`src/rtl/miriscv_uart_tx.sv`:
```
// Memory-mapped 8N1 UART transmitter with TX FIFO and programmable divisor.
// Optional TX-done interrupt and CTRL.IRQ_EN under `MIRISCV_UART_IRQ_EN.
module miriscv_uart_tx #(
    parameter logic [31:0] BASE_ADDR   = 32'h0000_0100,
    parameter int          FIFO_DEPTH  = 8,
    parameter logic [15:0] DEFAULT_DIV = 16'd868
) (
    input  logic        clk_i,
    input  logic        rst_n_i,
    input  logic        data_req_i,
    input  logic        data_we_i,
    input  logic [3:0]  data_be_i,
    input  logic [31:0] data_addr_i,
    input  logic [31:0] data_wdata_i,
    output logic [31:0] data_rdata_o,
    output logic        tx_o
`ifdef MIRISCV_UART_IRQ_EN
   ,output logic        irq_o
`endif
);

    localparam int AW = $clog2(FIFO_DEPTH);

    typedef enum logic [1:0] {
        S_IDLE,
        S_START,
        S_DATA,
        S_STOP
    } state_t;

    logic        hit;
    logic [1:0]  offset;
    logic        wr_en;
    logic        rd_en;

    assign hit    = data_req_i && (data_addr_i[31:4] == BASE_ADDR[31:4]);
    assign offset = data_addr_i[3:2];
    assign wr_en  = hit && data_we_i;
    assign rd_en  = hit && !data_we_i;

    logic        unused_bits;
    assign unused_bits = ^{data_addr_i[1:0], data_wdata_i[31:16], data_be_i[3:2]};

    logic [7:0]  mem [FIFO_DEPTH];
    logic [AW:0] wr_ptr;
    logic [AW:0] rd_ptr;
    logic [AW:0] level;
    logic [7:0]  level8;
    logic        empty;
    logic        full;
    logic [7:0]  head;

    assign level  = wr_ptr - rd_ptr;
    assign level8 = 8'(level);
    assign empty  = (level == '0);
    assign full   = (level == (AW+1)'(FIFO_DEPTH));
    assign head   = mem[rd_ptr[AW-1:0]];

    state_t      state;
    logic [15:0] bit_cnt;
    logic [2:0]  bit_idx;
    logic [7:0]  shreg;
    logic [15:0] divisor;
    logic [15:0] reload;
    logic        ovf;
    logic        bit_end;
    logic        pop;
    logic        push_req;
    logic        push;
    logic        busy;

    // A zero divisor still yields one-cycle bits.
    assign reload   = (divisor == 16'd0) ? 16'd0 : divisor - 16'd1;
    assign bit_end  = (bit_cnt == 16'd0);
    assign pop      = !empty && ((state == S_IDLE) || (state == S_STOP && bit_end));
    assign push_req = wr_en && (offset == 2'd0) && data_be_i[0];
    assign push     = push_req && (!full || pop);
    assign busy     = !empty || (state != S_IDLE);

    always_ff @(posedge clk_i) begin
        if (push) begin
            mem[wr_ptr[AW-1:0]] <= data_wdata_i[7:0];
        end
    end

    always_ff @(posedge clk_i or negedge rst_n_i) begin
        if (!rst_n_i) begin
            wr_ptr <= '0;
            rd_ptr <= '0;
        end else begin
            if (push) wr_ptr <= wr_ptr + 1'b1;
            if (pop)  rd_ptr <= rd_ptr + 1'b1;
        end
    end

    always_ff @(posedge clk_i or negedge rst_n_i) begin
        if (!rst_n_i) begin
            ovf     <= 1'b0;
            divisor <= DEFAULT_DIV;
        end else begin
            if (push_req && !push) begin
                ovf <= 1'b1;
            end else if (wr_en && offset == 2'd1 && data_be_i[0] && data_wdata_i[3]) begin
                ovf <= 1'b0;
            end
            if (wr_en && offset == 2'd2) begin
                if (data_be_i[0]) divisor[7:0]  <= data_wdata_i[7:0];
                if (data_be_i[1]) divisor[15:8] <= data_wdata_i[15:8];
            end
        end
    end

    always_ff @(posedge clk_i or negedge rst_n_i) begin
        if (!rst_n_i) begin
            state   <= S_IDLE;
            bit_cnt <= '0;
            bit_idx <= '0;
            shreg   <= '0;
            tx_o    <= 1'b1;
        end else begin
            unique case (state)
                S_IDLE: begin
                    if (pop) begin
                        state   <= S_START;
                        shreg   <= head;
                        bit_cnt <= reload;
                        tx_o    <= 1'b0;
                    end
                end
                S_START: begin
                    if (bit_end) begin
                        state   <= S_DATA;
                        tx_o    <= shreg[0];
                        shreg   <= {1'b0, shreg[7:1]};
                        bit_idx <= '0;
                        bit_cnt <= reload;
                    end else begin
                        bit_cnt <= bit_cnt - 16'd1;
                    end
                end
                S_DATA: begin
                    if (bit_end) begin
                        bit_cnt <= reload;
                        if (bit_idx == 3'd7) begin
                            state <= S_STOP;
                            tx_o  <= 1'b1;
                        end else begin
                            tx_o    <= shreg[0];
                            shreg   <= {1'b0, shreg[7:1]};
                            bit_idx <= bit_idx + 3'd1;
                        end
                    end else begin
                        bit_cnt <= bit_cnt - 16'd1;
                    end
                end
                S_STOP: begin
                    if (bit_end) begin
                        // Back-to-back frames: next start bit follows the stop bit directly.
                        if (pop) begin
                            state   <= S_START;
                            shreg   <= head;
                            bit_cnt <= reload;
                            tx_o    <= 1'b0;
                        end else begin
                            state <= S_IDLE;
                            tx_o  <= 1'b1;
                        end
                    end else begin
                        bit_cnt <= bit_cnt - 16'd1;
                    end
                end
                default: begin
                    state <= S_IDLE;
                    tx_o  <= 1'b1;
                end
            endcase
        end
    end

    logic [31:0] ctrl_rd;

`ifdef MIRISCV_UART_IRQ_EN
    logic irq_en;

    always_ff @(posedge clk_i or negedge rst_n_i) begin
        if (!rst_n_i) begin
            irq_en <= 1'b0;
            irq_o  <= 1'b0;
        end else begin
            if (wr_en && offset == 2'd3 && data_be_i[0]) begin
                irq_en <= data_wdata_i[0];
            end
            irq_o <= irq_en && empty && (state == S_IDLE);
        end
    end

    assign ctrl_rd = {31'b0, irq_en};
`else
    assign ctrl_rd = 32'b0;
`endif

    logic [31:0] rd_val;

    always_comb begin
        rd_val = 32'b0;
        unique case (offset)
            2'd0: rd_val = 32'b0;
            2'd1: rd_val = {16'b0, level8, 4'b0, ovf, empty, full, busy};
            2'd2: rd_val = {16'b0, divisor};
            2'd3: rd_val = ctrl_rd;
            default: rd_val = 32'b0;
        endcase
    end

    always_ff @(posedge clk_i or negedge rst_n_i) begin
        if (!rst_n_i) begin
            data_rdata_o <= 32'b0;
        end else if (rd_en) begin
            data_rdata_o <= rd_val;
        end
    end

endmodule

```
`config.mk`:
```
export PLATFORM = sky130hd
export DESIGN_NAME = miriscv_uart_tx
export DESIGN_NICKNAME = d
export VERILOG_FILES = /design/src/rtl/miriscv_uart_tx.sv
export SDC_FILE = /design/constraint.sdc
export NUM_CORES = 1
export LEC_CHECK = 0
export ABC_AREA = 1
export BUFFER_PORTS_ARGS = -buffer_cell sky130_fd_sc_hd__buf_2
export CORE_ASPECT_RATIO = 1.75
export CORE_MARGIN = 2
export CORE_UTILIZATION = 55
export CTS_BUF_LIST = sky130_fd_sc_hd__clkbuf_4
export CTS_CLUSTER_DIAMETER = 200
export DETAILED_ROUTE_END_ITERATION = 16
export PLACE_DENSITY = 0.82
export SLEW_MARGIN = 40
export SYNTH_ARGS = -nofsm -noshare
export SYNTH_HDL_FRONTEND = slang
export SYNTH_SLANG_ARGS = --single-unit
```
`constraint.sdc`:
```
create_clock -name clk_i -period 3.7 [get_ports clk_i]
set_clock_uncertainty 0.05 [all_clocks]
set_input_delay 0.185 -clock clk_i [delete_from_list [all_inputs] [get_ports clk_i]]
set_output_delay 0.185 -clock clk_i [all_outputs]
set_load 0.005 [all_outputs]
```
# --- Word-level counts from Yosys, hierarchy flattened ---
# Memory sizes are Yosys's and may differ from the RTL's.
# Cells that the tools add are included.
totals:
  mem_count: 1
  elab_cells: 103
  reg_bits: 87
  mem_bits_rw: 64
classes:
  n_eq_ne: 15
  n_reduce_logical: 36
  n_mux: 34
  addsub: 6
mem_list:
  columns: ["memory", "words", "width", "read_ports", "rd_clocked_by_memory_dff", "write_ports", "line", "text"]
  rows:
  - ["mem", 8, 8, 1, 0, 1, "44", "logic [7:0] mem [FIFO_DEPTH];"]
op_table:
  columns: ["op", "n"]
  rows:
  - ["32-bit case mux with 3 select lines", 1]
  - ["16-bit 2-to-1 mux", 4]
  - ["16-bit case mux with 3 select lines", 1]
  - ["8-bit 2-to-1 mux", 5]
  - ["16-bit zero test", 2]
  - ["8-bit case mux with 4 select lines", 1]
  - ["16-bit by 1-bit subtractor with 16-bit output (second input constant)", 2]
  - ["28-bit by 5-bit == test with 1-bit output (second input constant)", 1]
  - ["1-bit logical AND", 13]
  - ["2-bit != test (second input constant)", 6]
  - ["4-bit AND reduction", 3]
  - ["1-bit 2-to-1 mux", 11]
  - ["2-bit 2-to-1 mux", 5]
  - ["3-bit 2-to-1 mux", 3]
  - ["4-bit by 1-bit adder with 4-bit output (second input constant)", 2]
  - ["2-bit == test (second input constant)", 4]
  - ["2-bit case mux with 4 select lines", 1]
  - ["3-bit case mux with 2 select lines", 1]
  - ["2-bit nonzero test", 3]
  - ["5-bit AND reduction", 1]
  - ["2-bit by 1-bit == test with 1-bit output (second input constant)", 2]
  - ["4-bit == test (second input constant)", 1]
  - ["1-bit zero test", 4]
  - ["2-bit zero test", 2]
  - ["8 further kinds", 12]

# --- Logic depth before layout (Yosys ltp) ---
# Gate-level depths: netlist of run 1.
logic_depth:
  depth_word: 9
  mapped_depth: 14

# --- Worst setup path after synthesis of run 1 ---
# No wires, ideal clock.
synth_path:
  kind: "register -> register"
  start: "register rd_ptr[1]"
  end: "memory mem[3][0], enable pin"
  setup_ps: 370
  arrival_ps: 2257
  required_time_ps: 3280
  path_stages_with_launch: 13
  slack_ps: 1023
  path_cell_list: "dfrtp_1 inv_1 clkbuf_1 ha_1 nand3b_1 nand2_1 nand2_1 nand2_1 nand4_1 inv_1 nor2_4 nand2_1 nor2_1"
synth_via:
  elab_chain_cells: 8
synth_rtl:
  columns: ["element", "line", "text"]
  rows:
  - ["start, declared", "46", "logic [AW:0] rd_ptr;"]
  - ["start signal, assigned", "92", "if (pop) rd_ptr <= rd_ptr + 1'b1;"]
  - ["4-bit subtractor *", "53", "assign level = wr_ptr - rd_ptr;"]
  - ["4-bit zero test", "55", "assign empty = (level == '0);"]
  - ["1-bit zero test", "75", "assign pop = !empty && ((state == S_IDLE) || (state == S_STOP && bit_end));"]
  - ["1-bit logical AND", "75", null]
  - ["1-bit logical OR *", "77", "assign push = push_req && (!full || pop);"]
  - ["1-bit logical AND *", "77", null]
  - ["1-bit 2-to-1 mux *", "81", "if (push) begin"]
  - ["1-bit 2-to-1 mux (implied by the code) *", "82", "mem[wr_ptr[AW-1:0]] <= data_wdata_i[7:0];"]
  - ["end, declared", "44", null]
# Every way passes the cells marked *; elsewhere a longest branch is shown, timed or not.

# --- Worst setup path in the final report of run 1 ---
layout_path:
  start: "register rd_ptr[2]"
  end: "memory mem[5][0], enable pin"
# Same word-level chain as after synthesis.

==> flow_summary.html, run 1 <==
<table>
<tr><th>Metric</th><th>Value</th></tr>
<tr><th colspan="2">Global route</th></tr>
<tr><td>Total congestion overflow after global routing</td><td>0</td></tr>
<tr><td>Fraction of met3 tracks used by global routing</td><td>under 10%</td></tr>
<tr><td>Vias in the first global route</td><td>approximately 6500</td></tr>
<tr><td>Layer with the highest usage after global routing</td><td>met2</td></tr>
<tr><td>Maximum number of pins on one net before global-route repair</td><td>72</td></tr>
<tr><td>Met1 Use GR</td><td>around 28%</td></tr>
<tr><td>Wire length of the first global-routing pass</td><td>30.6 mm</td></tr>
<tr><td>Total Routing Usage GR</td><td>27.1%</td></tr>
<tr><td>Initial antenna violation count</td><td>1</td></tr>
<tr><td>Met2 Usage GRT</td><td>51.8%</td></tr>
<tr><th colspan="2">Critical path</th></tr>
<tr><td>Required time of the critical path</td><td>slightly below 4 ns</td></tr>
<tr><td>Dominant delay contributor by cell family on the critical path</td><td>simple AND/OR/NAND/NOR gates</td></tr>
<tr><td>Category of the critical setup timing path</td><td>flip-flop to flip-flop</td></tr>
<tr><td>Most used cell, CP</td><td>sky130_fd_sc_hd__nand2_1</td></tr>
<tr><td>Highest-delay cell along the critical path</td><td>sky130_fd_sc_hd__ha_1</td></tr>
<tr><td>Critical-path cell list</td><td>clkinv_1 &gt; ha_1 &gt; a21oi_1 &gt; nand2_1 &gt; nand2_1 &gt; nand2_1 &gt; nand4_1 &gt; inv_1 &gt; nor2_4 &gt; nand2_1 &gt; nor2_1 &gt; buf_4</td></tr>
<tr><td>Count of buffer and inverter cells on the critical path</td><td>3</td></tr>
<tr><td>Setup slack of the worst register-to-register path</td><td>0.92 ns</td></tr>
<tr><td>Critical path startpoint category</td><td>flip-flop</td></tr>
<tr><td>Kind of end point of the critical path</td><td>flip-flop</td></tr>
<tr><td>Max stage delay on crit path</td><td>between 0.4 and 0.5 ns</td></tr>
<tr><td>Worst EP arrival</td><td>between 2 and 3 ns</td></tr>
<tr><td>Top fanout value on the critical path</td><td>9</td></tr>
<tr><th colspan="2">Run</th></tr>
<tr><td>Number of max-cap violations</td><td>0</td></tr>
<tr><th colspan="2">Finish</th></tr>
<tr><td>Synth-to-Final Area Change</td><td>15.2%</td></tr>
<tr><td>Layout cell share with drive strength beyond 1</td><td>13.7%</td></tr>
<tr><td>Final #Nets</td><td>~1100</td></tr>
<tr><td>Fin area</td><td>about 0.0086 mm2</td></tr>
<tr><th colspan="2">Floorplanning</th></tr>
<tr><td>Core footprint</td><td>roughly 0.013 mm2</td></tr>
<tr><td>Die span in x</td><td>between 90 and 100 um</td></tr>
<tr><td>Die Ht</td><td>158 um</td></tr>
<tr><td>Total number of placement rows</td><td>56</td></tr>
<tr><td>Starting density of the core</td><td>about 56%</td></tr>
<tr><td>Number of primary I/O pins</td><td>around 110</td></tr>
<tr><td>Area of the die</td><td>roughly 0.015 mm2</td></tr>
<tr><th colspan="2">Logic synthesis</th></tr>
<tr><td>Post-synthesis average cell area</td><td>between 8 and 9 um2</td></tr>
<tr><td>Largest area contributor in the synthesized netlist</td><td>sky130_fd_sc_hd__edfxtp_1</td></tr>
<tr><td>Share of the yosys chip area belonging to registers</td><td>~50%</td></tr>
<tr><td>Share of flip-flops with an asynchronous set or reset after synthesis</td><td>52.6%</td></tr>
<tr><td>Number of enable-type register cells in the synthesized netlist</td><td>64</td></tr>
<tr><td>Post-synthesis cell area</td><td>0.00746 mm2</td></tr>
<tr><td>Number of storage elements in the synthesis netlist</td><td>~140</td></tr>
<tr><td>Synthesized instance count</td><td>912</td></tr>
<tr><td>Yosys warns</td><td>0</td></tr>
<tr><td>Top_reg_cell synth</td><td>sky130_fd_sc_hd__dfrtp_1</td></tr>
<tr><td>Cells taking the most area after synthesis</td><td>sky130_fd_sc_hd__edfxtp_1 26%, sky130_fd_sc_hd__dfrtp_1 22%, sky130_fd_sc_hd__nand2_1 9.8%</td></tr>
<tr><td>Synth unique cells</td><td>42</td></tr>
<tr><td>Area share of the leading cell type in the synthesized netlist</td><td>roughly 26%</td></tr>
<tr><th colspan="2">Clocking</th></tr>
<tr><td>Insertion delay to the later sink of the worst-skew pair</td><td>between 0.5 and 0.6 ns</td></tr>
<tr><td>CTS H-tree depth</td><td>4</td></tr>
<tr><td>Master cell of the clock root buffer</td><td>sky130_fd_sc_hd__clkbuf_4</td></tr>
<tr><td>Worst-case clock buffer depth</td><td>2</td></tr>
<tr><td>TritonCTS clock tree</td><td>built</td></tr>
<tr><td>Clock sinks</td><td>135</td></tr>
<tr><td>Clock buffers created by TritonCTS</td><td>17</td></tr>
<tr><td>Clock transition at the registers of the reported paths</td><td>0.14 ns</td></tr>
<tr><th colspan="2">Route</th></tr>
<tr><td>First-pass iteration count of the detailed router</td><td>5</td></tr>
<tr><td>Total via count after detailed routing</td><td>around 6700</td></tr>
<tr><td>Count of unresolved DRC violations after routing</td><td>0</td></tr>
<tr><td>Antenna-violating nets left</td><td>0</td></tr>
<tr><td>Total wire length</td><td>approximately 19 mm</td></tr>
<tr><td>WL/cell</td><td>around 16 um</td></tr>
<tr><td>Per-cell via count in the routed design</td><td>approximately 5.5</td></tr>
<tr><td>Iter 0 DRT Violations</td><td>between 400 and 500</td></tr>
<tr><th colspan="2">Timing</th></tr>
<tr><td>Final cycle utilization of the critical path</td><td>75.0%</td></tr>
<tr><td>Worst-case hold slack</td><td>~0.021 ns</td></tr>
<tr><td>Pins Over Slew Limit</td><td>0</td></tr>
<tr><td>Unrepaired setup endpoints after global routing</td><td>false</td></tr>
<tr><td>Shortest period the worst path allows</td><td>around 2.8 ns</td></tr>
<tr><td>Endpoints failing setup</td><td>0</td></tr>
<tr><td>Tightest Pin Transition</td><td>0.771 ns</td></tr>
<tr><td>Final number of hold-violating endpoints</td><td>0</td></tr>
<tr><td>Headroom to the max-slew limit</td><td>48.4%</td></tr>
<tr><td>Total negative slack for setup checks</td><td>0 ns</td></tr>
<tr><td>Maximum clock frequency</td><td>approximately 0.36 GHz</td></tr>
<tr><th colspan="2">Power</th></tr>
<tr><td>Max rail drop VDD</td><td>~250 uV</td></tr>
<tr><td>Power Density</td><td>between 300 and 400 mW/mm2</td></tr>
<tr><td>Leakage power total</td><td>about 3.7 nW</td></tr>
<tr><th colspan="2">Min path</th></tr>
<tr><td>Min-Delay Path Class</td><td>primary input to flip-flop</td></tr>
<tr><th colspan="2">Place</th></tr>
<tr><td>RePlAce Congestion</td><td>roughly 0.92</td></tr>
<tr><td>Placed Instance Area</td><td>0.00794 mm2</td></tr>
<tr><td>HPWL after detailed placement</td><td>between 10 and 15 mm</td></tr>
<tr><td>Count of buffers from port buffering</td><td>a little under 70</td></tr>
<tr><th colspan="2">Run status</th></tr>
<tr><td>Result of the run</td><td>completed</td></tr>
</table>
cells by family (layout without fill, tap and decap cells):
logic type      after synthesis  count (layout)  share of synthesized area, %
other cells                   1              17                        0.0503
simple gates                451             451                          25.7
xor+xnor                     15              15                          1.76
flops                       135             135                          49.7
fa+ha+maj                    16              16                          2.78
buf+inv                     123             229                          7.40
compound gates              171             171                          12.7
flip-flops by register name, indices dropped and copies added, names as in the netlist:
name / flops
mem: 64
wr_ptr: 4
bit_cnt: 16
state: 2
divisor: 16
rd_ptr: 4
tx_o: 1
data_rdata_o: 16
shreg: 8
bit_idx: 3
ovf: 1
metal layers:
layer,wire length (um),up-vias
met4,902,0
met1,6950,3144
met3,810,58
li1,-,3229
met2,10400,227
met5,0,-
worst register-to-register path, stage by stage, from the launching register on:
cell	delay [ns]
sky130_fd_sc_hd__dfrtp_1	0.37
sky130_fd_sc_hd__clkinv_1	0.28
sky130_fd_sc_hd__ha_1	0.43
sky130_fd_sc_hd__a21oi_1	0.17
sky130_fd_sc_hd__nand2_1	0.08
sky130_fd_sc_hd__nand2_1	0.08
sky130_fd_sc_hd__nand2_1	0.09
sky130_fd_sc_hd__nand4_1	0.19
sky130_fd_sc_hd__inv_1	0.11
sky130_fd_sc_hd__nor2_4	0.17
sky130_fd_sc_hd__nand2_1	0.14
sky130_fd_sc_hd__nor2_1	0.13
sky130_fd_sc_hd__buf_4	0.20
what timing repair did:
action                                 in CTS  in global routing
gates resized for setup                     0                  0
setup buffers                               0                  0
hold buffers                               32                  0
endpoints found under the hold margin     150                  0
final cells by class:
class / count / area [um2]
Fill cell: 1132 / 4720
Timing Repair Buffer: 112 / 757
Clock buffer: 17 / 128
Tap cell: 174 / 218
Clock inverter: 15 / 203
Sequential cell: 135 / 3710
Inverter: 85 / 322
Multi-Input combinational cell: 669 / 3260
Antenna cell: 1 / 2.50
path summary, 6_finish.rpt:
path / startpoint / endpoint / cells after the start
setup / recovery: rd_ptr[2] / mem[5][0] / 12
hold / removal: data_be_i[1] / divisor[12] / 4
setup reg to reg: rd_ptr[2] / mem[5][0] / 12
hold reg to reg: tx_o / tx_o / 2
max in group asynchronous: rst_n_i / divisor[14] / 2
min in group asynchronous: rst_n_i / bit_idx[2] / 2
cells in the mapped netlist (3+ instances only):
cell and count:
sky130_fd_sc_hd__clkinv_1 5, sky130_fd_sc_hd__xnor2_1 6, sky130_fd_sc_hd__inv_1 79, sky130_fd_sc_hd__nor2_2 3
sky130_fd_sc_hd__nand2_1 194, sky130_fd_sc_hd__a21oi_1 33, sky130_fd_sc_hd__or2_2 3, sky130_fd_sc_hd__o31ai_1 8
sky130_fd_sc_hd__clkbuf_1 14, sky130_fd_sc_hd__edfxtp_1 64, sky130_fd_sc_hd__nand2_4 3, sky130_fd_sc_hd__o21ai_0 98
sky130_fd_sc_hd__dfstp_2 6, sky130_fd_sc_hd__ha_1 15, sky130_fd_sc_hd__xor2_1 9, sky130_fd_sc_hd__nor2_1 159
sky130_fd_sc_hd__nor3_1 9, sky130_fd_sc_hd__o211ai_1 5, sky130_fd_sc_hd__nand2_2 3, sky130_fd_sc_hd__nor2_4 5
sky130_fd_sc_hd__buf_4 18, sky130_fd_sc_hd__nand4_1 8, sky130_fd_sc_hd__nand3_1 57, sky130_fd_sc_hd__buf_2 4
sky130_fd_sc_hd__dfrtp_1 65, sky130_fd_sc_hd__o22ai_1 18
placed cells by master, fill, tap and decap left out, types with 5 or more instances in the layout:
| cell type | count |
|---|---|
| sky130_fd_sc_hd__a21oi_1 | 33 |
| sky130_fd_sc_hd__buf_2 | 67 |
| sky130_fd_sc_hd__buf_4 | 12 |
| sky130_fd_sc_hd__clkbuf_4 | 17 |
| sky130_fd_sc_hd__clkinv_1 | 5 |
| sky130_fd_sc_hd__conb_1 | 16 |
| sky130_fd_sc_hd__dfrtp_1 | 65 |
| sky130_fd_sc_hd__dfstp_2 | 6 |
| sky130_fd_sc_hd__dlygate4sd3_1 | 32 |
| sky130_fd_sc_hd__edfxtp_1 | 64 |
| sky130_fd_sc_hd__ha_1 | 15 |
| sky130_fd_sc_hd__inv_1 | 78 |
| sky130_fd_sc_hd__inv_6 | 6 |
| sky130_fd_sc_hd__nand2_1 | 194 |
| sky130_fd_sc_hd__nand3_1 | 57 |
| sky130_fd_sc_hd__nand4_1 | 8 |
| sky130_fd_sc_hd__nor2_1 | 159 |
| sky130_fd_sc_hd__nor2_4 | 5 |
| sky130_fd_sc_hd__nor3_1 | 9 |
| sky130_fd_sc_hd__o211ai_1 | 5 |
| sky130_fd_sc_hd__o21ai_0 | 98 |
| sky130_fd_sc_hd__o22ai_1 | 18 |
| sky130_fd_sc_hd__o31ai_1 | 8 |
| sky130_fd_sc_hd__xnor2_1 | 6 |
| sky130_fd_sc_hd__xor2_1 | 9 |
through the flow:
step                      cells  util, %  power [mW]  setup WS (ns)
final                      1208     64.5        2.80          0.925
after global routing       1208     64.5        2.89          0.650
after CTS                  1207     64.5        2.81          0.924
after detailed placement   1143     59.6        1.69          0.984
after global placement     1143     59.6        1.69           1.05
after floorplan             927        -        1.64           1.02
power by group:
group | total, mW | leakage, nW | internal, mW | switching, mW
combinational | 0.102 | 2.17 | 0.0401 | 0.0616
sequential | 1.57 | 1.40 | 1.57 | 0.000000123
clock | 1.13 | 0.172 | 0.499 | 0.630
No activity file was read; power rests on OpenSTA's default activity.
==> run 2: changes to the inputs <==
--- a/config.mk
+++ b/config.mk
@@ -9,11 +9,11 @@
 export BUFFER_PORTS_ARGS = -buffer_cell sky130_fd_sc_hd__buf_2
 export CORE_ASPECT_RATIO = 1.75
 export CORE_MARGIN = 2
-export CORE_UTILIZATION = 55
+export CORE_UTILIZATION = 54
 export CTS_BUF_LIST = sky130_fd_sc_hd__clkbuf_4
 export CTS_CLUSTER_DIAMETER = 200
 export DETAILED_ROUTE_END_ITERATION = 16
-export PLACE_DENSITY = 0.82
+export PLACE_DENSITY = 0.84
 export SLEW_MARGIN = 40
 export SYNTH_ARGS = -nofsm -noshare
 export SYNTH_HDL_FRONTEND = slang
==> constraint.sdc (replaced) <==
create_clock -name clk_i -period 2.4 [get_ports clk_i]
set_clock_uncertainty 0.05 [all_clocks]
set_input_delay 0.12 -clock clk_i [delete_from_list [all_inputs] [get_ports clk_i]]
set_output_delay 0.12 -clock clk_i [all_outputs]
set_load 0.005 [all_outputs]
==> run 2 against run 1 <==
Sequential share of layout area shrank 1.9 points. Die area rose by 1.8%. Power rose by 51%. Worst setup slack got worse by 0.91 ns. Via count increased by 5.3%. Routed wire length rose by 11%. Highest routed layer unchanged.
==> flow_summary.html, run 2 (synthesized netlist as in run 1, its figures left out) <==
<table>
<tr><th>Metric</th><th>Value</th></tr>
<tr><th colspan="2">Timing</th></tr>
<tr><td>Headroom to the max-slew limit</td><td>65.2% (+17 points)</td></tr>
<tr><td>Tightest Pin Transition</td><td>0.520 ns (-0.250 ns)</td></tr>
<tr><td>Pins Over Slew Limit</td><td>0 (unchanged)</td></tr>
<tr><td>Shortest period the worst path allows</td><td>2.38 ns (-0.392 ns)</td></tr>
<tr><td>Unrepaired setup endpoints after global routing</td><td>true</td></tr>
<tr><td>Endpoints failing setup</td><td>0 (unchanged)</td></tr>
<tr><td>Maximum clock frequency</td><td>0.420 GHz (+16%)</td></tr>
<tr><td>Final cycle utilization of the critical path</td><td>99.3% (+24 points)</td></tr>
<tr><td>Final number of hold-violating endpoints</td><td>0 (unchanged)</td></tr>
<tr><th colspan="2">Clocking</th></tr>
<tr><td>Clock transition at the registers of the reported paths</td><td>0.13 ns (about the same)</td></tr>
<tr><td>TritonCTS clock tree</td><td>built</td></tr>
<tr><td>Master cell of the clock root buffer</td><td>sky130_fd_sc_hd__clkbuf_4</td></tr>
<tr><td>Clock sinks</td><td>135 (unchanged)</td></tr>
<tr><td>Worst-case clock buffer depth</td><td>2 (unchanged)</td></tr>
<tr><td>Clock buffers created by TritonCTS</td><td>17 (unchanged)</td></tr>
<tr><td>CTS H-tree depth</td><td>4 (unchanged)</td></tr>
<tr><td>Insertion delay to the later sink of the worst-skew pair</td><td>0.58 ns (+0.03 ns)</td></tr>
<tr><th colspan="2">Route</th></tr>
<tr><td>Iter 0 DRT Violations</td><td>591 (+29%)</td></tr>
<tr><td>Antenna-violating nets left</td><td>0 (unchanged)</td></tr>
<tr><td>Total wire length</td><td>21.1 mm (+11%)</td></tr>
<tr><td>Count of unresolved DRC violations after routing</td><td>0 (unchanged)</td></tr>
<tr><td>WL/cell</td><td>17.0 um (+7.8%)</td></tr>
<tr><td>First-pass iteration count of the detailed router</td><td>8 (+3)</td></tr>
<tr><td>Total via count after detailed routing</td><td>7013 (+5.3%)</td></tr>
<tr><td>Per-cell via count in the routed design</td><td>5.66 (+2.7%)</td></tr>
<tr><th colspan="2">Power</th></tr>
<tr><td>Power Density</td><td>471 mW/mm2 (+45%)</td></tr>
<tr><td>Leakage power total</td><td>3.89 nW (+3.8%)</td></tr>
<tr><td>Power after layout</td><td>4.24 mW (+51%)</td></tr>
<tr><td>Max rail drop VDD</td><td>335 uV (+37%)</td></tr>
<tr><th colspan="2">Place</th></tr>
<tr><td>RePlAce Congestion</td><td>0.951 (+2.9%)</td></tr>
<tr><td>HPWL after detailed placement</td><td>14.3 mm (+5.4%)</td></tr>
<tr><td>Placed cell count</td><td>1157 (+1.2%)</td></tr>
<tr><td>Count of buffers from port buffering</td><td>68 (unchanged)</td></tr>
<tr><td>Placed Instance Area</td><td>0.00813 mm2 (+2.4%)</td></tr>
<tr><th colspan="2">Critical path</th></tr>
<tr><td>Category of the critical setup timing path</td><td>flip-flop to flip-flop</td></tr>
<tr><td>Setup slack of the worst register-to-register path</td><td>0.02 ns (-0.91 ns)</td></tr>
<tr><td>Reg2reg path depth</td><td>10 (-2)</td></tr>
<tr><td>Crit path launch</td><td>wr_ptr[0]</td></tr>
<tr><td>Required time of the critical path</td><td>2.60 ns (-1.30 ns)</td></tr>
<tr><td>Top fanout value on the critical path</td><td>8 (-1)</td></tr>
<tr><td>Kind of end point of the critical path</td><td>flip-flop</td></tr>
<tr><td>End of the worst register-to-register path</td><td>mem[7][6]</td></tr>
<tr><td>Origin of the critical flop-to-flop path</td><td>wr_ptr[0]</td></tr>
<tr><td>Worst EP arrival</td><td>2.58 ns (-0.39 ns)</td></tr>
<tr><td>Worst Setup EP</td><td>mem[7][6]</td></tr>
<tr><td>Critical path startpoint category</td><td>flip-flop</td></tr>
<tr><th colspan="2">Floorplanning</th></tr>
<tr><td>Starting density of the core</td><td>55.4% (-0.58 points)</td></tr>
<tr><td>Area of the die</td><td>0.0148 mm2 (+1.8%)</td></tr>
<tr><td>Number of primary I/O pins</td><td>105 (unchanged)</td></tr>
<tr><td>Die Ht</td><td>159 um (+0.90%)</td></tr>
<tr><td>Core footprint</td><td>0.0135 mm2 (+1.1%)</td></tr>
<tr><td>Total number of placement rows</td><td>56 (unchanged)</td></tr>
<tr><td>Die span in x</td><td>92.8 um (+0.88%)</td></tr>
<tr><th colspan="2">Run</th></tr>
<tr><td>Number of max-cap violations</td><td>0 (unchanged)</td></tr>
<tr><th colspan="2">Finish</th></tr>
<tr><td>Flip-flop count of the largest register after layout</td><td>64 (unchanged)</td></tr>
<tr><td>Most common library cell in the layout ignoring fill and taps</td><td>sky130_fd_sc_hd__nand2_1</td></tr>
<tr><td>Synth-to-Final Area Change</td><td>20.7%</td></tr>
<tr><td>Number of non-filler instances in the completed layout</td><td>1239 (+2.6%)</td></tr>
<tr><td>Fin area</td><td>0.00900 mm2 (+4.7%)</td></tr>
<tr><td>Utilization after layout</td><td>66.9% (+2.4 points)</td></tr>
<tr><td>Most frequent cells in the layout</td><td>189 x sky130_fd_sc_hd__nand2_1, 150 x sky130_fd_sc_hd__nor2_1, 97 x sky130_fd_sc_hd__o21ai_0, 77 x sky130_fd_sc_hd__inv_1, 68 x sky130_fd_sc_hd__buf_2</td></tr>
<tr><td>Layout cell share with drive strength beyond 1</td><td>17.9% (+4.1 points)</td></tr>
<tr><td>Final #Nets</td><td>1139 (+2.8%)</td></tr>
<tr><th colspan="2">Min path</th></tr>
<tr><td>Min-Delay Path Class</td><td>primary input to async pin</td></tr>
<tr><th colspan="2">Global route</th></tr>
<tr><td>Wire length of the first global-routing pass</td><td>33.1 mm (+8.5%)</td></tr>
<tr><td>Total Routing Usage GR</td><td>28.5% (+1.4 points)</td></tr>
<tr><td>Maximum number of pins on one net before global-route repair</td><td>36 (-50%)</td></tr>
<tr><td>Total congestion overflow after global routing</td><td>0 (unchanged)</td></tr>
<tr><td>Initial antenna violation count</td><td>1 (unchanged)</td></tr>
<tr><td>Vias in the first global route</td><td>7011 (+7.2%)</td></tr>
<tr><th colspan="2">Run status</th></tr>
<tr><td>Result of the run</td><td>completed</td></tr>
</table>
run 2: changes by cell type in the layout (fill, tap and decap cells not counted), sizes merged:
cell	previous run	this run
clkinv	5	8
clkinvlp	2	1
inv	90	89
buf	80	102
dlygate4sd3	32	41
bufinv	3	2
run 2: worst min-delay path by stage:
stage,end,start,slack [ns]
after global placement,wr_ptr[0],rst_n_i,-0.05
after CTS,divisor[2],rst_n_i,0.02
after floorplan,bit_cnt[0],rst_n_i,-0.23
after detailed placement,wr_ptr[0],rst_n_i,-0.05
final,divisor[2],rst_n_i,0.03
after global routing,divisor[2],rst_n_i,0.01
run 2: power breakdown:
group,internal (mW),switching [mW],leakage [nW]
clock network,0.660,0.987,0.165
registers,2.42,0.000000175,1.40
logic,0.0653,0.107,2.32
total,3.15,1.09,3.89
run 2: critical path: stages (launching register included):
cell and delay, ns:
sky130_fd_sc_hd__dfrtp_1 0.42, sky130_fd_sc_hd__inv_2 0.09, sky130_fd_sc_hd__ha_4 0.14, sky130_fd_sc_hd__fa_2 0.46, sky130_fd_sc_hd__nand2_2 0.08, sky130_fd_sc_hd__nor2_2 0.05, sky130_fd_sc_hd__nand4_1 0.13, sky130_fd_sc_hd__inv_2 0.07
sky130_fd_sc_hd__nor2_4 0.17, sky130_fd_sc_hd__nand2_4 0.14, sky130_fd_sc_hd__nor2_4 0.26
run 2: per-layer routing:
layer	share of wire, %	wire (um)	global-route usage, %	up-vias
li1	-	-	-	3291
met1	34	7190	30.0	3260
met2	52	11100	50.9	350
met3	5.5	1170	4.31	112
met4	7.9	1670	19.6	0
met5	0	0	0	-
run 2: final cells by class:
cell class | instances | area, um2
well taps | 174 | 218
clock inverters | 15 | 179
multi-input cells | 669 | 3410
inverters | 85 | 324
diodes | 1 | 2.50
flip-flops and latches | 135 | 3710
repair buffers | 143 | 1030
clock buffers | 17 | 128
fillers | 1079 | 4450
run 2: metrics by stage:
| step | setup slack, ns | hold WS, ns | TNS [ns] |
|---|---|---|---|
| global placement | 0.0428 | -0.0526 | 0 |
| finish | 0.0166 | 0.0258 | 0 |
| detailed placement | -0.0131 | -0.0479 | -0.282 |
| floorplan | 0.0000380 | -0.226 | 0 |
| CTS | 0.000374 | 0.0163 | 0 |
| global route | -0.0934 | 0.0114 | -2.77 |
run 2: what timing repair did:
item                                    4_1_cts  5_1_grt
hold buffers                                 41        0
endpoints found under the hold margin       154        0
setup buffers                                 2        6
resized for setup                             4       16
pin swaps                                     5       10
endpoints found under the setup margin       57       99
==> run 3: changes to the inputs <==
--- a/config.mk
+++ b/config.mk
@@ -7,7 +7,6 @@
 export LEC_CHECK = 0
 export ABC_AREA = 1
 export BUFFER_PORTS_ARGS = -buffer_cell sky130_fd_sc_hd__buf_2
-export CORE_ASPECT_RATIO = 1.75
 export CORE_MARGIN = 2
 export CORE_UTILIZATION = 54
 export CTS_BUF_LIST = sky130_fd_sc_hd__clkbuf_4
==> run 3 against run 2 <==
The flow now finishes with violations (negative setup slack). Maximum frequency decreased by 11%. Largest power group unchanged. Routed wire length increased by 14%. Cell count increased by 1.2%. Die area decreased by 0.25%. Sequential power about the same. Non-clock buffer count increased by 13.
==> flow_summary.html, run 3 (synthesized netlist as in run 1, its figures left out) <==
<table>
<tr><th>Metric</th><th>Value</th></tr>
<tr><th colspan="2">Run status</th></tr>
<tr><td>Result of the run</td><td>finished with violations</td></tr>
<tr><td>Violated checks</td><td>negative setup slack</td></tr>
<tr><th colspan="2">Global route</th></tr>
<tr><td>Total congestion overflow after global routing</td><td>0 (unchanged)</td></tr>
<tr><td>Total Routing Usage GR</td><td>31.5% (+3.0 points)</td></tr>
<tr><td>Wire length of the first global-routing pass</td><td>35.8 mm (+7.9%)</td></tr>
<tr><td>Maximum number of pins on one net before global-route repair</td><td>36 (unchanged)</td></tr>
<tr><td>Initial antenna violation count</td><td>1 (unchanged)</td></tr>
<tr><td>Vias in the first global route</td><td>7118 (+1.5%)</td></tr>
<tr><th colspan="2">Floorplanning</th></tr>
<tr><td>Core footprint</td><td>0.0133 mm2 (-0.78%)</td></tr>
<tr><td>Die span in x</td><td>122 um (+31%)</td></tr>
<tr><td>Total number of placement rows</td><td>42 (-25%)</td></tr>
<tr><td>Starting density of the core</td><td>55.9% (+0.44 points)</td></tr>
<tr><td>Number of primary I/O pins</td><td>105 (unchanged)</td></tr>
<tr><td>Area of the die</td><td>0.0148 mm2 (-0.25%)</td></tr>
<tr><td>Die Ht</td><td>122 um (-24%)</td></tr>
<tr><th colspan="2">Critical path</th></tr>
<tr><td>Top fanout value on the critical path</td><td>8 (unchanged)</td></tr>
<tr><td>Required time of the critical path</td><td>2.62 ns (+0.02 ns)</td></tr>
<tr><td>Worst EP arrival</td><td>2.90 ns (+0.32 ns)</td></tr>
<tr><td>Category of the critical setup timing path</td><td>flip-flop to flip-flop</td></tr>
<tr><td>Critical path startpoint category</td><td>flip-flop</td></tr>
<tr><td>Kind of end point of the critical path</td><td>flip-flop</td></tr>
<tr><th colspan="2">Power</th></tr>
<tr><td>Max rail drop VDD</td><td>541 uV (+62%)</td></tr>
<tr><td>Power after layout</td><td>4.24 mW (about the same)</td></tr>
<tr><td>Leakage power total</td><td>3.96 nW (+2.0%)</td></tr>
<tr><td>Power Density</td><td>462 mW/mm2 (-2.1%)</td></tr>
<tr><th colspan="2">Place</th></tr>
<tr><td>HPWL after detailed placement</td><td>13.6 mm (-4.5%)</td></tr>
<tr><td>Count of buffers from port buffering</td><td>68 (unchanged)</td></tr>
<tr><td>Placed Instance Area</td><td>0.00818 mm2 (+0.68%)</td></tr>
<tr><td>Placed cell count</td><td>1164 (+0.61%)</td></tr>
<tr><td>Placement-stage worst setup slack</td><td>-0.0632 ns (-0.0502 ns)</td></tr>
<tr><td>RePlAce Congestion</td><td>0.960 (+0.99%)</td></tr>
<tr><th colspan="2">Clocking</th></tr>
<tr><td>Worst-case clock buffer depth</td><td>2 (unchanged)</td></tr>
<tr><td>Clock transition at the registers of the reported paths</td><td>0.16 ns (+0.03 ns)</td></tr>
<tr><td>Clock buffers created by TritonCTS</td><td>17 (unchanged)</td></tr>
<tr><td>TritonCTS clock tree</td><td>built</td></tr>
<tr><td>Clock sinks</td><td>135 (unchanged)</td></tr>
<tr><td>Insertion delay to the later sink of the worst-skew pair</td><td>0.60 ns (+0.02 ns)</td></tr>
<tr><td>CTS H-tree depth</td><td>4 (unchanged)</td></tr>
<tr><td>Master cell of the clock root buffer</td><td>sky130_fd_sc_hd__clkbuf_4</td></tr>
<tr><th colspan="2">Finish</th></tr>
<tr><td>Final #Nets</td><td>1152 (+1.1%)</td></tr>
<tr><td>Fin area</td><td>0.00919 mm2 (+2.1%)</td></tr>
<tr><td>Most common library cell in the layout ignoring fill and taps</td><td>sky130_fd_sc_hd__nand2_1</td></tr>
<tr><td>Synth-to-Final Area Change</td><td>23.2%</td></tr>
<tr><td>Number of non-filler instances in the completed layout</td><td>1254 (+1.2%)</td></tr>
<tr><td>Flip-flop count of the largest register after layout</td><td>64 (unchanged)</td></tr>
<tr><td>Layout cell share with drive strength beyond 1</td><td>19.3% (+1.5 points)</td></tr>
<tr><td>Most frequent cells in the layout</td><td>188 x sky130_fd_sc_hd__nand2_1, 146 x sky130_fd_sc_hd__nor2_1, 87 x sky130_fd_sc_hd__o21ai_0, 76 x sky130_fd_sc_hd__inv_1, 68 x sky130_fd_sc_hd__buf_2</td></tr>
<tr><th colspan="2">Timing</th></tr>
<tr><td>Shortest period the worst path allows</td><td>2.68 ns (+0.292 ns)</td></tr>
<tr><td>Pins Over Slew Limit</td><td>0 (unchanged)</td></tr>
<tr><td>Unrepaired setup endpoints after global routing</td><td>true</td></tr>
<tr><td>Post-layout worst setup margin</td><td>-0.275 ns (-0.292 ns)</td></tr>
<tr><td>Final number of hold-violating endpoints</td><td>0 (unchanged)</td></tr>
<tr><td>Endpoints failing setup</td><td>97 (+97)</td></tr>
<tr><td>Maximum clock frequency</td><td>0.374 GHz (-11%)</td></tr>
<tr><td>Final cycle utilization of the critical path</td><td>111% (+12 points)</td></tr>
<tr><td>Total negative slack for setup checks</td><td>-18.14 ns (-18.14 ns)</td></tr>
<tr><th colspan="2">Route</th></tr>
<tr><td>Iter 0 DRT Violations</td><td>1321 (+120%)</td></tr>
<tr><td>Antenna-violating nets left</td><td>0 (unchanged)</td></tr>
<tr><td>Count of unresolved DRC violations after routing</td><td>0 (unchanged)</td></tr>
<tr><td>Per-cell via count in the routed design</td><td>6.08 (+7.4%)</td></tr>
<tr><td>Total via count after detailed routing</td><td>7620 (+8.7%)</td></tr>
<tr><td>Total wire length</td><td>24.0 mm (+14%)</td></tr>
<tr><td>WL/cell</td><td>19.1 um (+12%)</td></tr>
<tr><td>First-pass iteration count of the detailed router</td><td>9 (+1)</td></tr>
<tr><th colspan="2">Run</th></tr>
<tr><td>Number of max-cap violations</td><td>0 (unchanged)</td></tr>
<tr><th colspan="2">Min path</th></tr>
<tr><td>Min-Delay Path Class</td><td>primary input to flip-flop</td></tr>
</table>
## run 3: changes by cell type in the layout (fill, tap and decap cells not counted), moves of 3 or more
cell | before | now
sky130_fd_sc_hd__nor2_2 | 3 | 6
sky130_fd_sc_hd__o21ai_0 | 97 | 87
sky130_fd_sc_hd__nor2_1 | 150 | 146
sky130_fd_sc_hd__dlygate4sd3_1 | 41 | 44
sky130_fd_sc_hd__buf_4 | 32 | 40
sky130_fd_sc_hd__clkinv_8 | 0 | 8
sky130_fd_sc_hd__o21ai_1 | 2 | 12
## run 3: worst max-delay path, cell delays in order, from the launching register on
cell and delay, ns:
sky130_fd_sc_hd__dfrtp_1 0.41, sky130_fd_sc_hd__buf_4 0.15, sky130_fd_sc_hd__ha_1 0.32, sky130_fd_sc_hd__nand3b_1 0.16, sky130_fd_sc_hd__nand2_1 0.12, sky130_fd_sc_hd__nand2_1 0.17, sky130_fd_sc_hd__nand2_1 0.14, sky130_fd_sc_hd__nand4_1 0.19
sky130_fd_sc_hd__inv_2 0.08, sky130_fd_sc_hd__nor2_4 0.15, sky130_fd_sc_hd__nand2_4 0.13, sky130_fd_sc_hd__nor2_4 0.28
## run 3: per-layer routing
metal,global-route usage (%),vias to the layer above,part of all wire [%]
met5,0,-,0
met4,15.4,0,7.3
met3,8.65,211,13
met2,49.3,684,45
met1,40.8,3410,35
li1,-,3315,-
## run 3: layout make-up
| class | count | area [um2] |
|---|---|---|
| Inverter | 85 | 324 |
| Fill cell | 936 | 4160 |
| Multi-Input combinational cell | 669 | 3450 |
| Sequential cell | 135 | 3710 |
| Tap cell | 176 | 220 |
| Clock inverter | 15 | 201 |
| Antenna cell | 1 | 2.50 |
| Clock buffer | 17 | 128 |
| Timing Repair Buffer | 156 | 1150 |
## run 3: stage by stage
step | hold WS, ns | utilization (%)
CTS | 0.0156 | 67.9
detailed placement | 0.0844 | 61.3
floorplan | -0.226 | -
finish | 0.105 | 68.8
global route | 0.125 | 68.8
global placement | 0.0790 | 61.3
## run 3: power by group
group          internal [mW]  total, mW  leakage [nW]  switching, mW
Sequential              2.42       2.42          1.40    0.000000176
Combinational         0.0704      0.183          2.39          0.113
Clock                  0.509       1.63         0.171           1.12
Total                   3.00       4.24          3.96           1.24
## run 3: worst paths after layout
path                                  startpoint                to  slack (ns)  depth (start not counted)
worst min register to register  data_rdata_o[12]  data_rdata_o[12]        0.44                          2
min in group asynchronous                rst_n_i         rd_ptr[0]        0.43                          3
max in group asynchronous                rst_n_i              tx_o        1.28                          4
worst min-delay path             data_addr_i[15]   data_rdata_o[4]        0.11                          7
worst max register to register         wr_ptr[1]         mem[7][6]       -0.28                         11
worst max-delay path                   wr_ptr[1]         mem[7][6]       -0.28                         11
## run 3: repair_timing
item                                    CTS  global route
setup buffers                             8             8
hold buffers                             45             0
resized for setup                         8            32
hold endpoints to repair                156             0
pin swaps                                 8            13
endpoints found under the setup margin   79           110
